$ cat src/rtl/vdac_pkg.sv
// Shared encodings and grey-conversion weights for the vdac colour stage.
package vdac_pkg;

  typedef enum logic [1:0] {
    VDAC_SCALE = 2'd0,
    VDAC_REPL  = 2'd1,
    VDAC_GREY  = 2'd2,
    VDAC_RSVD  = 2'd3
  } vdac_mode_e;

  // Y = (5R + 9G + 2B) >> 4; the weights sum to 2^GREY_SH so Y never exceeds full scale.
  localparam int GREY_WR = 5;
  localparam int GREY_WG = 9;
  localparam int GREY_WB = 2;
  localparam int GREY_SH = 4;

endpackage

$ cat src/rtl/vdac_lut.sv
// Combinational code -> OUT_W map: clamped-linear scale and MSB-first bit replication.
module vdac_lut #(
  parameter int IN_W  = 5,
  parameter int OUT_W = 8,
  parameter int MAXV  = 24
) (
  input  logic [IN_W-1:0]  code,
  output logic [OUT_W-1:0] scale_v,
  output logic [OUT_W-1:0] repl_v
);

  localparam int N = 1 << IN_W;

  function automatic logic [OUT_W-1:0] scale_of(input int c);
    longint cc;
    cc = (c > MAXV) ? longint'(MAXV) : longint'(c);
    return OUT_W'((cc * ((longint'(1) << OUT_W) - longint'(1))) / longint'(MAXV));
  endfunction

  function automatic logic [OUT_W-1:0] repl_of(input int c);
    logic [OUT_W-1:0] v;
    v = '0;
    for (int j = 0; j < OUT_W; j++) begin
      v[OUT_W-1-j] = c[IN_W-1-(j % IN_W)];
    end
    return v;
  endfunction

  logic [OUT_W-1:0] rom_s [N];
  logic [OUT_W-1:0] rom_r [N];

  for (genvar i = 0; i < N; i++) begin : g_rom
    assign rom_s[i] = scale_of(i);
    assign rom_r[i] = repl_of(i);
  end

  assign scale_v = rom_s[code];
  assign repl_v  = rom_r[code];

endmodule

$ cat src/rtl/vdac_pipe.sv
// Three-stage video DAC colour pipe with frame-synchronous mode/fade shadowing.
module vdac_pipe
  import vdac_pkg::*;
#(
  parameter int IN_W     = 5,
  parameter int OUT_W    = 8,
  parameter int MAXV     = 24,
  parameter int FADE_W   = 4,
  parameter bit SYNC_NEG = 1'b1
) (
  input  logic              clk,
  input  logic              rst_n,
  input  logic [IN_W-1:0]   r_in,
  input  logic [IN_W-1:0]   g_in,
  input  logic [IN_W-1:0]   b_in,
  input  logic              blank,
  input  logic              hsync,
  input  logic              vsync,
  input  logic [1:0]        mode,
  input  logic [FADE_W:0]   fade_target,
  input  logic [FADE_W-1:0] fade_rate,
  output logic [OUT_W-1:0]  r_o,
  output logic [OUT_W-1:0]  g_o,
  output logic [OUT_W-1:0]  b_o,
  output logic              hsync_o,
  output logic              vsync_o,
  output logic              fade_busy
);

  localparam logic [FADE_W:0] FULL = {1'b1, {FADE_W{1'b0}}};
  localparam int YS_W = OUT_W + GREY_SH;

  logic [IN_W-1:0]  r1, g1, b1;
  logic             bl1, hs1, vs1, ld1, vs_prev;
  logic             vs_act1, frame_start;
  logic [OUT_W-1:0] sc_r, sc_g, sc_b, rp_r, rp_g, rp_b;
  logic [OUT_W-1:0] r2, g2, b2;
  logic             grey2, bl2, hs2, vs2;
  vdac_mode_e       mode_sh, mode_eff;
  logic [FADE_W:0]  level, tgt_sh, tgt_new, lvl_next, rate_x;
  logic [YS_W-1:0]  y_sum;
  logic [OUT_W-1:0] y, c_r, c_g, c_b;

  function automatic logic [OUT_W-1:0] bright(input logic [OUT_W-1:0] v, input logic [FADE_W:0] lvl);
    logic [OUT_W+FADE_W:0] p;
    p = {{(FADE_W+1){1'b0}}, v} * {{OUT_W{1'b0}}, lvl};
    return OUT_W'(p >> FADE_W);
  endfunction

  // Stage 1: register raw inputs; vs_prev is held active until real vsync data has been seen,
  // so a vsync already asserted across reset cannot fake a frame start.
  always_ff @(posedge clk) begin
    if (!rst_n) begin
      r1      <= '0;
      g1      <= '0;
      b1      <= '0;
      bl1     <= 1'b1;
      hs1     <= SYNC_NEG;
      vs1     <= SYNC_NEG;
      ld1     <= 1'b0;
      vs_prev <= 1'b1;
    end else begin
      r1      <= r_in;
      g1      <= g_in;
      b1      <= b_in;
      bl1     <= blank;
      hs1     <= hsync;
      vs1     <= vsync;
      ld1     <= 1'b1;
      vs_prev <= ld1 ? vs_act1 : 1'b1;
    end
  end

  assign vs_act1     = vs1 ^ SYNC_NEG;
  assign frame_start = vs_act1 & ~vs_prev;

  vdac_lut #(.IN_W(IN_W), .OUT_W(OUT_W), .MAXV(MAXV)) u_lut_r (.code(r1), .scale_v(sc_r), .repl_v(rp_r));
  vdac_lut #(.IN_W(IN_W), .OUT_W(OUT_W), .MAXV(MAXV)) u_lut_g (.code(g1), .scale_v(sc_g), .repl_v(rp_g));
  vdac_lut #(.IN_W(IN_W), .OUT_W(OUT_W), .MAXV(MAXV)) u_lut_b (.code(b1), .scale_v(sc_b), .repl_v(rp_b));

  assign mode_eff = (mode_sh == VDAC_RSVD) ? VDAC_SCALE : mode_sh;

  // Stage 2: code conversion; greyscale uses the scale path and is flagged for stage 3.
  always_ff @(posedge clk) begin
    if (!rst_n) begin
      r2    <= '0;
      g2    <= '0;
      b2    <= '0;
      grey2 <= 1'b0;
      bl2   <= 1'b1;
      hs2   <= SYNC_NEG;
      vs2   <= SYNC_NEG;
    end else begin
      r2    <= (mode_eff == VDAC_REPL) ? rp_r : sc_r;
      g2    <= (mode_eff == VDAC_REPL) ? rp_g : sc_g;
      b2    <= (mode_eff == VDAC_REPL) ? rp_b : sc_b;
      grey2 <= (mode_eff == VDAC_GREY);
      bl2   <= bl1;
      hs2   <= hs1;
      vs2   <= vs1;
    end
  end

  assign y_sum = YS_W'(GREY_WR * int'(r2) + GREY_WG * int'(g2) + GREY_WB * int'(b2));
  assign y     = OUT_W'(y_sum >> GREY_SH);
  assign c_r   = grey2 ? y : r2;
  assign c_g   = grey2 ? y : g2;
  assign c_b   = grey2 ? y : b2;

  // Stage 3: greyscale mix, brightness scaling and blanking into the output registers.
  always_ff @(posedge clk) begin
    if (!rst_n) begin
      r_o     <= '0;
      g_o     <= '0;
      b_o     <= '0;
      hsync_o <= SYNC_NEG;
      vsync_o <= SYNC_NEG;
    end else begin
      r_o     <= bl2 ? '0 : bright(c_r, level);
      g_o     <= bl2 ? '0 : bright(c_g, level);
      b_o     <= bl2 ? '0 : bright(c_b, level);
      hsync_o <= hs2;
      vsync_o <= vs2;
    end
  end

  assign tgt_new = (fade_target > FULL) ? FULL : fade_target;
  assign rate_x  = {1'b0, fade_rate};

  // Next fade level: step toward the freshly clamped target, landing on it rather than overshooting.
  always_comb begin
    lvl_next = level;
    if (fade_rate == '0) begin
      lvl_next = tgt_new;
    end else if (level < tgt_new) begin
      lvl_next = ((tgt_new - level) <= rate_x) ? tgt_new : level + rate_x;
    end else if (level > tgt_new) begin
      lvl_next = ((level - tgt_new) <= rate_x) ? tgt_new : level - rate_x;
    end
  end

  // Shadow registers and fade level update only at frame start; busy flag trails level by a cycle.
  always_ff @(posedge clk) begin
    if (!rst_n) begin
      mode_sh   <= VDAC_SCALE;
      tgt_sh    <= FULL;
      level     <= FULL;
      fade_busy <= 1'b0;
    end else begin
      if (frame_start) begin
        mode_sh <= vdac_mode_e'(mode);
        tgt_sh  <= tgt_new;
        level   <= lvl_next;
      end
      fade_busy <= (level != tgt_sh);
    end
  end

endmodule

$ cat config.mk
export PLATFORM = sky130hd
export DESIGN_NAME = vdac_pipe
export DESIGN_NICKNAME = d
export VERILOG_FILES = /design/src/rtl/vdac_pkg.sv /design/src/rtl/vdac_lut.sv /design/src/rtl/vdac_pipe.sv
export SDC_FILE = /design/constraint.sdc
export NUM_CORES = 1
export LEC_CHECK = 0
export ABC_AREA = 1
export CAP_MARGIN = 10
export CORE_MARGIN = 10
export CORE_UTILIZATION = 45
export DETAILED_ROUTE_END_ITERATION = 7
export HOLD_SLACK_MARGIN = 0.02
export SLEW_MARGIN = 20
export SYNTH_ARGS = -nofsm -noshare
export SYNTH_HDL_FRONTEND = slang
export SYNTH_SLANG_ARGS = --single-unit
export TNS_END_PERCENT = 30
$ cat constraint.sdc
create_clock -name clk -period 7 [get_ports clk]
set_clock_uncertainty 0.1 [all_clocks]
set_input_delay 2.1 -clock clk [delete_from_list [all_inputs] [get_ports clk]]
set_output_delay 2.1 -clock clk [all_outputs]
set_load 0.03 [all_outputs]
==> flow_metrics.py, run 1 <==
metrics = {
    "critical_path": {
        "cp.required_ps": 7140,
        "cp_data_arrival_time_ps": 6830,
        "max_stage_delay_ps": 560,
        "r2r_slack_ps": 310,
        "r2r-end": "b_o[6]",
        "cp-end-kind": "flip-flop",
        "crit_path_start_kind": "flip-flop",
        "cp_slowest_cell": "fa_1",
        "reg2regPathDepth": 30,
        "crit_fanout": 10,
        "crit_type": "flip-flop to flip-flop",
        "r2r_start": "g2[4]",
    },
    "cts": {
        "insertion_delay_ps": 350,
        "clk_path_buf_depth": 2,
        "cts_tree": "done",
        "post-cts-setup-buffer-count": 0,
        "cts_inserted_buffers": 9,
        "htreeDepth": 3,
        "cts_root_buffer": "clkbuf_16",
        "clock_sinks": 87,
        "clk_pin_slew_worst_paths_ps": 60,
    },
    "route": {
        "dr_total_vias": 7650,
        "routed_wirelength_mm": 21.2,
        "post_drt_wl_per_cell_um": 13.7,
        "drcViolationCount": 0,
        "vias_per_cell": 4.95,
        "drt_first_pass_iters": 5,
        "ant_nets": 0,
        "drt-initial-drc-count": 423,
    },
    "grt": {
        "antenna_found_initial": 0,
        "gr-total-overflow": 0,
        "grt_pass1_vias": 7593,
        "track_usage": 0.166,
        "grt_start_max_net_pins": 35,
        "grt_pass1_wl_mm": 36.3,
    },
    "timing": {
        "setup_ws_ps": 312,
        "tightestPinTransition_ps": 865,
        "max_freq_mhz": 150,
        "fin_crit_ps": 6690,
        "hold_violations": 0,
        "rsz0062_at_grt": "yes",
        "finalMaxSlewViolations": 0,
        "finalCritPeriodShare": 0.955,
        "setup_viol": 0,
        "maxSlewHeadroom": 0.420,
    },
    "min_path": {
        "hp-class": "flip-flop to flip-flop",
        "hold_path_startpoint": "ld1",
        "min_path_cells": 1,
        "holdPathEnd": "vs_prev",
    },
    "synth": {
        "ys_ff_latch": 87,
        "yosys-mux-area-fraction": 0,
        "synth_top_area_frac": 0.190,
        "synth_simple_gate_area_frac": 0.216,
        "ys_types": 50,
        "synth-compound-area-share": 0.144,
        "syn_inst": 1226,
        "async_flop_share": 0,
        "synth.most_common_cell": "inv_1",
        "synth_ff_type": "dfxtp_1",
        "synth_edf_count": 0,
        "syn_area_mm2": 0.00918,
        "synth_common_cells": "234 x inv_1, 175 x nand2_1, 122 x nor2_1",
        "syn_nets": 1446,
        "syn_avg_cell_area_um2": 7.48,
        "synth_top_family_by_area": "adder cells",
        "synth.area.top_cells": "dfxtp_1 19%, ha_1 16%, fa_1 15%",
        "synth_top_area_cell": "dfxtp_1",
        "yosys_warnings": 0,
        "synth-xor-area-share": 0.0218,
        "synthAdderAreaFrac": 0.316,
        "ys_seq_area_frac": 0.190,
    },
    "power_and_ir_drop": {
        "power_switching_w": 0.000619,
        "switching_share": 0.381,
        "p_comb_frac": 0.375,
        "power.total_w": 0.00162,
        "peakVddDrop_mv": 0.131,
        "internal_power_w": 0.00101,
        "power_frac_seq": 0.337,
        "p_clk_frac": 0.288,
        "power_density_mw_per_mm2": 158,
        "leakage_nw": 5.23,
    },
    "placement": {
        "preCtsSetupSlack_ps": 257,
        "hpwlAfterDp_mm": 17.3,
        "io_buffers": 57,
        "place.gp.congestion": 0.920,
        "placed_cells": 1530,
    },
    "die": {
        "dieWidth_um": 163,
        "initial_core_util": 0.455,
        "fp-row-count": 52,
        "fp.dieH_um": 163,
        "coreArea_mm2": 0.0202,
        "io_pins": 58,
        "die_area_mm2": 0.0265,
    },
    "layout": {
        "num_antenna_cells": 0,
        "nFillCells": 2021,
        "final_cells": 1546,
        "nets": 1491,
        "drive_gt1_frac": 0.0823,
        "layout-area-overhead-vs-synth_pct": 12.3,
    },
    "outcome": {
        "status": "finished, final reports clean",
    },
    "job": {
        "maxCapViolCount": 0,
    },
}
sequential cells by signal, summed over array words and instances (netlist names), 2 cells and up:
register  count
b_o           8
b2            8
r2            8
g2            8
mode_sh       2
level         5
tgt_sh        5
g1            5
b1            5
g_o           8
r1            5
r_o           8
power groups by stage:
stage | clock [W] | sequential [W] | combinational (W)
2_1_floorplan | 0 | 0.000550 | 0.000471
3_3_place_gp | 0 | 0.000558 | 0.000603
3_5_place_dp | 0 | 0.000558 | 0.000607
4_1_cts | 0.000487 | 0.000547 | 0.000612
5_1_grt | 0.000503 | 0.000551 | 0.000704
6_report | 0.000467 | 0.000547 | 0.000609
how the worst max path moves through the flow:
stage	from	to
detailed placement	g2[3]	g_o[5]
global route	r2[2]	b_o[5]
floorplan	g2[4]	b_o[6]
global placement	g2[3]	g_o[5]
finish	g2[4]	b_o[6]
CTS	g2[3]	g_o[5]
logic make-up after synthesis:
logic type / count (synthesis)
fa+ha+maj: 189
simple gates: 431
xor+xnor: 22
buf+inv: 270
compound gates: 227
flops: 87
per-stage QoR:
step | area [µm²] | TNS, ps | utilization | hold WS (ps)
CTS | 10300 | 0 | 0.510 | 291
finish | 10300 | 0 | 0.511 | 289
global route | 10300 | -605 | 0.511 | 324
global placement | 10000 | 0 | 0.496 | 271
floorplan | 9180 | 0 | - | 267
detailed placement | 10000 | 0 | 0.496 | 276
final cells by class:
class	instances	area, µm²	share of cell area
Multi-Input combinational cell	869	6430	0.624
Timing Repair Buffer	62	608	0.0590
Clock inverter	5	41.3	0.00401
Clock buffer	11	243	0.0235
Tap cell	270	338	0.0328
Inverter	242	908	0.0881
Sequential cell	87	1740	0.169
critical path, delay by kind of cell (launching register included):
| kind | cells | cell delay [ps] |
|---|---|---|
| flops | 1 | 390 |
| buf+inv | 6 | 280 |
| simple gates | 7 | 610 |
| fa+ha+maj | 9 | 3910 |
| compound gates | 7 | 1100 |
| xor+xnor | 1 | 180 |
what timing repair did:
item | in CTS | in global routing
gates resized for setup | 0 | 7
endpoints found under the setup margin | 0 | 10
hold buffers | 0 | 0
placed cells by master, fill, tap and decap left out, types with 7 or more instances in the layout:
master	netlist	routed
o211ai_1	8	8
clkbuf_16	0	9
o21ai_0	66	65
dfxtp_1	87	87
nor2_1	122	122
or2_2	25	25
o21ai_1	9	8
xor2_1	16	16
o21a_1	8	8
nand3_1	46	46
a211oi_1	8	8
inv_1	234	234
clkdlybuf4s50_1	0	57
a21oi_1	93	90
ha_1	118	118
nand2_1	175	175
nor3_1	16	16
fa_1	71	71
nand2_2	17	17
o21ai_2	5	7
metal layers:
| metal | vias up | GRT usage | share of wire |
|---|---|---|---|
| li1 | 3994 | - | - |
| met1 | 3506 | 0.220 | 0.49 |
| met2 | 120 | 0.271 | 0.45 |
| met3 | 30 | 0.0230 | 0.036 |
| met4 | 0 | 0.0570 | 0.022 |
| met5 | - | 0 | 0 |
Power figures use the tool's default switching activity.
==> run 2, diff against run 1 <==
--- a/config.mk
+++ b/config.mk
@@ -9,6 +9,7 @@
 export CAP_MARGIN = 10
 export CORE_MARGIN = 10
 export CORE_UTILIZATION = 45
+export CTS_CLUSTER_SIZE = 30
 export DETAILED_ROUTE_END_ITERATION = 7
 export HOLD_SLACK_MARGIN = 0.02
 export SLEW_MARGIN = 20
==> results of run 2 <==
Final layout, timing and power as in run 1 (identical DEF).
==> run 3, diff against run 2 <==
--- a/config.mk
+++ b/config.mk
@@ -12,6 +12,7 @@
 export CTS_CLUSTER_SIZE = 30
 export DETAILED_ROUTE_END_ITERATION = 7
 export HOLD_SLACK_MARGIN = 0.02
+export SKIP_LAST_GASP = 1
 export SLEW_MARGIN = 20
 export SYNTH_ARGS = -nofsm -noshare
 export SYNTH_HDL_FRONTEND = slang
==> constraint.sdc (replaced) <==
create_clock -name clk -period 7 [get_ports clk]
set_clock_uncertainty 0.1 [all_clocks]
set_input_delay 1.05 -clock clk [delete_from_list [all_inputs] [get_ports clk]]
set_output_delay 1.05 -clock clk [all_outputs]
set_load 0.03 [all_outputs]
==> flow_metrics.py, run 3 (same netlist as run 1, synthesis figures left out) <==
metrics = {
    "outcome": {
        "status": "finished, final reports clean",
    },
    "critical_path": {
        "crit_start": "g2[4]",
        "critPathTopFamily": "adder cells",
        "path_depth": 30,
        "cp.required_ps": 7140,
        "crit_fanout": 10,
        "path_buf_inv": 6,
        "r2r_start": "g2[4]",
        "crit_type": "flip-flop to flip-flop",
        "r2r-end": "b_o[6]",
        "r2r_slack_ps": 310,
        "max_stage_delay_ps": 560,
        "cp_slowest_cell": "fa_1",
        "crit_path_start_kind": "flip-flop",
        "cp-end-kind": "flip-flop",
        "reg2regPathDepth": 30,
        "cp_data_arrival_time_ps": 6830,
    },
    "placement": {
        "preCtsSetupSlack_ps": 257,
        "hpwlAfterDp_mm": 17.3,
        "io_buffers": 57,
        "placedInstanceArea_mm2": 0.0100,
        "place.gp.congestion": 0.920,
    },
    "layout": {
        "num_antenna_cells": 0,
        "mostFrequentLayoutCell": "inv_1",
        "final_cell_mix": "234 x inv_1, 175 x nand2_1, 122 x nor2_1",
        "drive_gt1_frac": 0.0823,
        "fin_util": 0.511,
        "layout-area-overhead-vs-synth_pct": 12.3,
        "final_area_mm2": 0.0103,
        "nets": 1491,
    },
    "cts": {
        "post_cts_resized": 0,
        "cts_root_buffer": "clkbuf_16",
        "clk_pin_slew_worst_paths_ps": 60,
        "cts_tree": "done",
        "post-cts-setup-buffer-count": 0,
        "clk_path_buf_depth": 2,
        "ctsHoldBuffers": 0,
        "clock_sinks": 87,
        "cts_inserted_buffers": 9,
        "insertion_delay_ps": 350,
        "htreeDepth": 3,
    },
    "route": {
        "drt-initial-drc-count": 405,
        "ant_nets": 0,
        "vias_per_cell": 4.96,
        "drt_first_pass_iters": 5,
        "dr_total_vias": 7661,
        "post_drt_wl_per_cell_um": 13.7,
        "drcViolationCount": 0,
        "routed_wirelength_mm": 21.2,
    },
    "die": {
        "fp.dieH_um": 163,
        "fp-row-count": 52,
        "die_area_mm2": 0.0265,
        "dieWidth_um": 163,
        "io_pins": 58,
        "initial_core_util": 0.455,
        "coreArea_mm2": 0.0202,
    },
    "grt": {
        "antenna_found_initial": 0,
        "gr-total-overflow": 0,
        "track_usage": 0.166,
        "grt_pass1_wl_mm": 36.3,
        "grt_pass1_vias": 7593,
        "grt_start_max_net_pins": 35,
    },
    "min_path": {
        "min_path_cells": 1,
        "hp-class": "flip-flop to flip-flop",
        "holdPathEnd": "vs_prev",
        "hold_path_startpoint": "ld1",
    },
    "power_and_ir_drop": {
        "power_frac_seq": 0.337,
        "internal_power_w": 0.00101,
        "leakage_nw": 5.23,
        "peakVddDrop_mv": 0.132,
        "p_clk_frac": 0.288,
        "switching_share": 0.381,
        "p_comb_frac": 0.376,
        "power_density_mw_per_mm2": 158,
        "power_switching_w": 0.000620,
    },
    "timing": {
        "rsz0062_at_grt": "yes",
        "hold_violations": 0,
        "max_freq_mhz": 150,
        "fin_crit_ps": 6690,
        "setup_viol": 0,
        "maxSlewHeadroom": 0.429,
        "finalMaxSlewViolations": 0,
        "tightestPinTransition_ps": 852,
        "finalCritPeriodShare": 0.955,
        "setup_ws_ps": 312,
    },
    "job": {
        "maxCapViolCount": 0,
    },
}
==> run 3: cell counts in the layout (fill, tap and decap cells not counted) <==
Identical to the previous run, type by type.
==> run 3: power groups by stage <==
stage                     registers, W  clock network (W)  logic, W
after global placement        0.000558                  0  0.000603
after floorplan               0.000550                  0  0.000471
after CTS                     0.000547           0.000487  0.000612
after global routing          0.000551           0.000503  0.000704
after detailed placement      0.000558                  0  0.000607
final                         0.000547           0.000467  0.000610
==> run 3: routing by layer <==
metal | share of wire | wire length, µm | global-route usage
met5 | 0 | 0 | 0
met4 | 0.022 | 461 | 0.0570
met3 | 0.036 | 761 | 0.0230
met2 | 0.45 | 9480 | 0.271
met1 | 0.50 | 10500 | 0.220
==> run 3: metrics by stage <==
step	total power, W	hold slack [ps]	setup TNS [ps]	cells
finish	0.00162	289	0	1546
global route	0.00176	324	-605	1546
CTS	0.00165	291	0	1546
detailed placement	0.00117	276	0	1530
global placement	0.00116	271	0	1530
floorplan	0.00102	267	0	1226
==> run 3: worst max path at each step <==
stage | to | slack [ps]
2_1_floorplan | b_o[6] | 730
3_3_place_gp | g_o[5] | 380
3_5_place_dp | g_o[5] | 260
4_1_cts | g_o[5] | 250
5_1_grt | b_o[5] | -140
6_report | b_o[6] | 310
==> run 3: layout make-up <==
class | instances | area [µm²]
Multi-Input combinational cell | 869 | 6430
Timing Repair Buffer | 62 | 608
Clock inverter | 5 | 41.3
Tap cell | 270 | 338
Inverter | 242 | 908
Fill cell | 2021 | 9860
Clock buffer | 11 | 243
Sequential cell | 87 | 1740
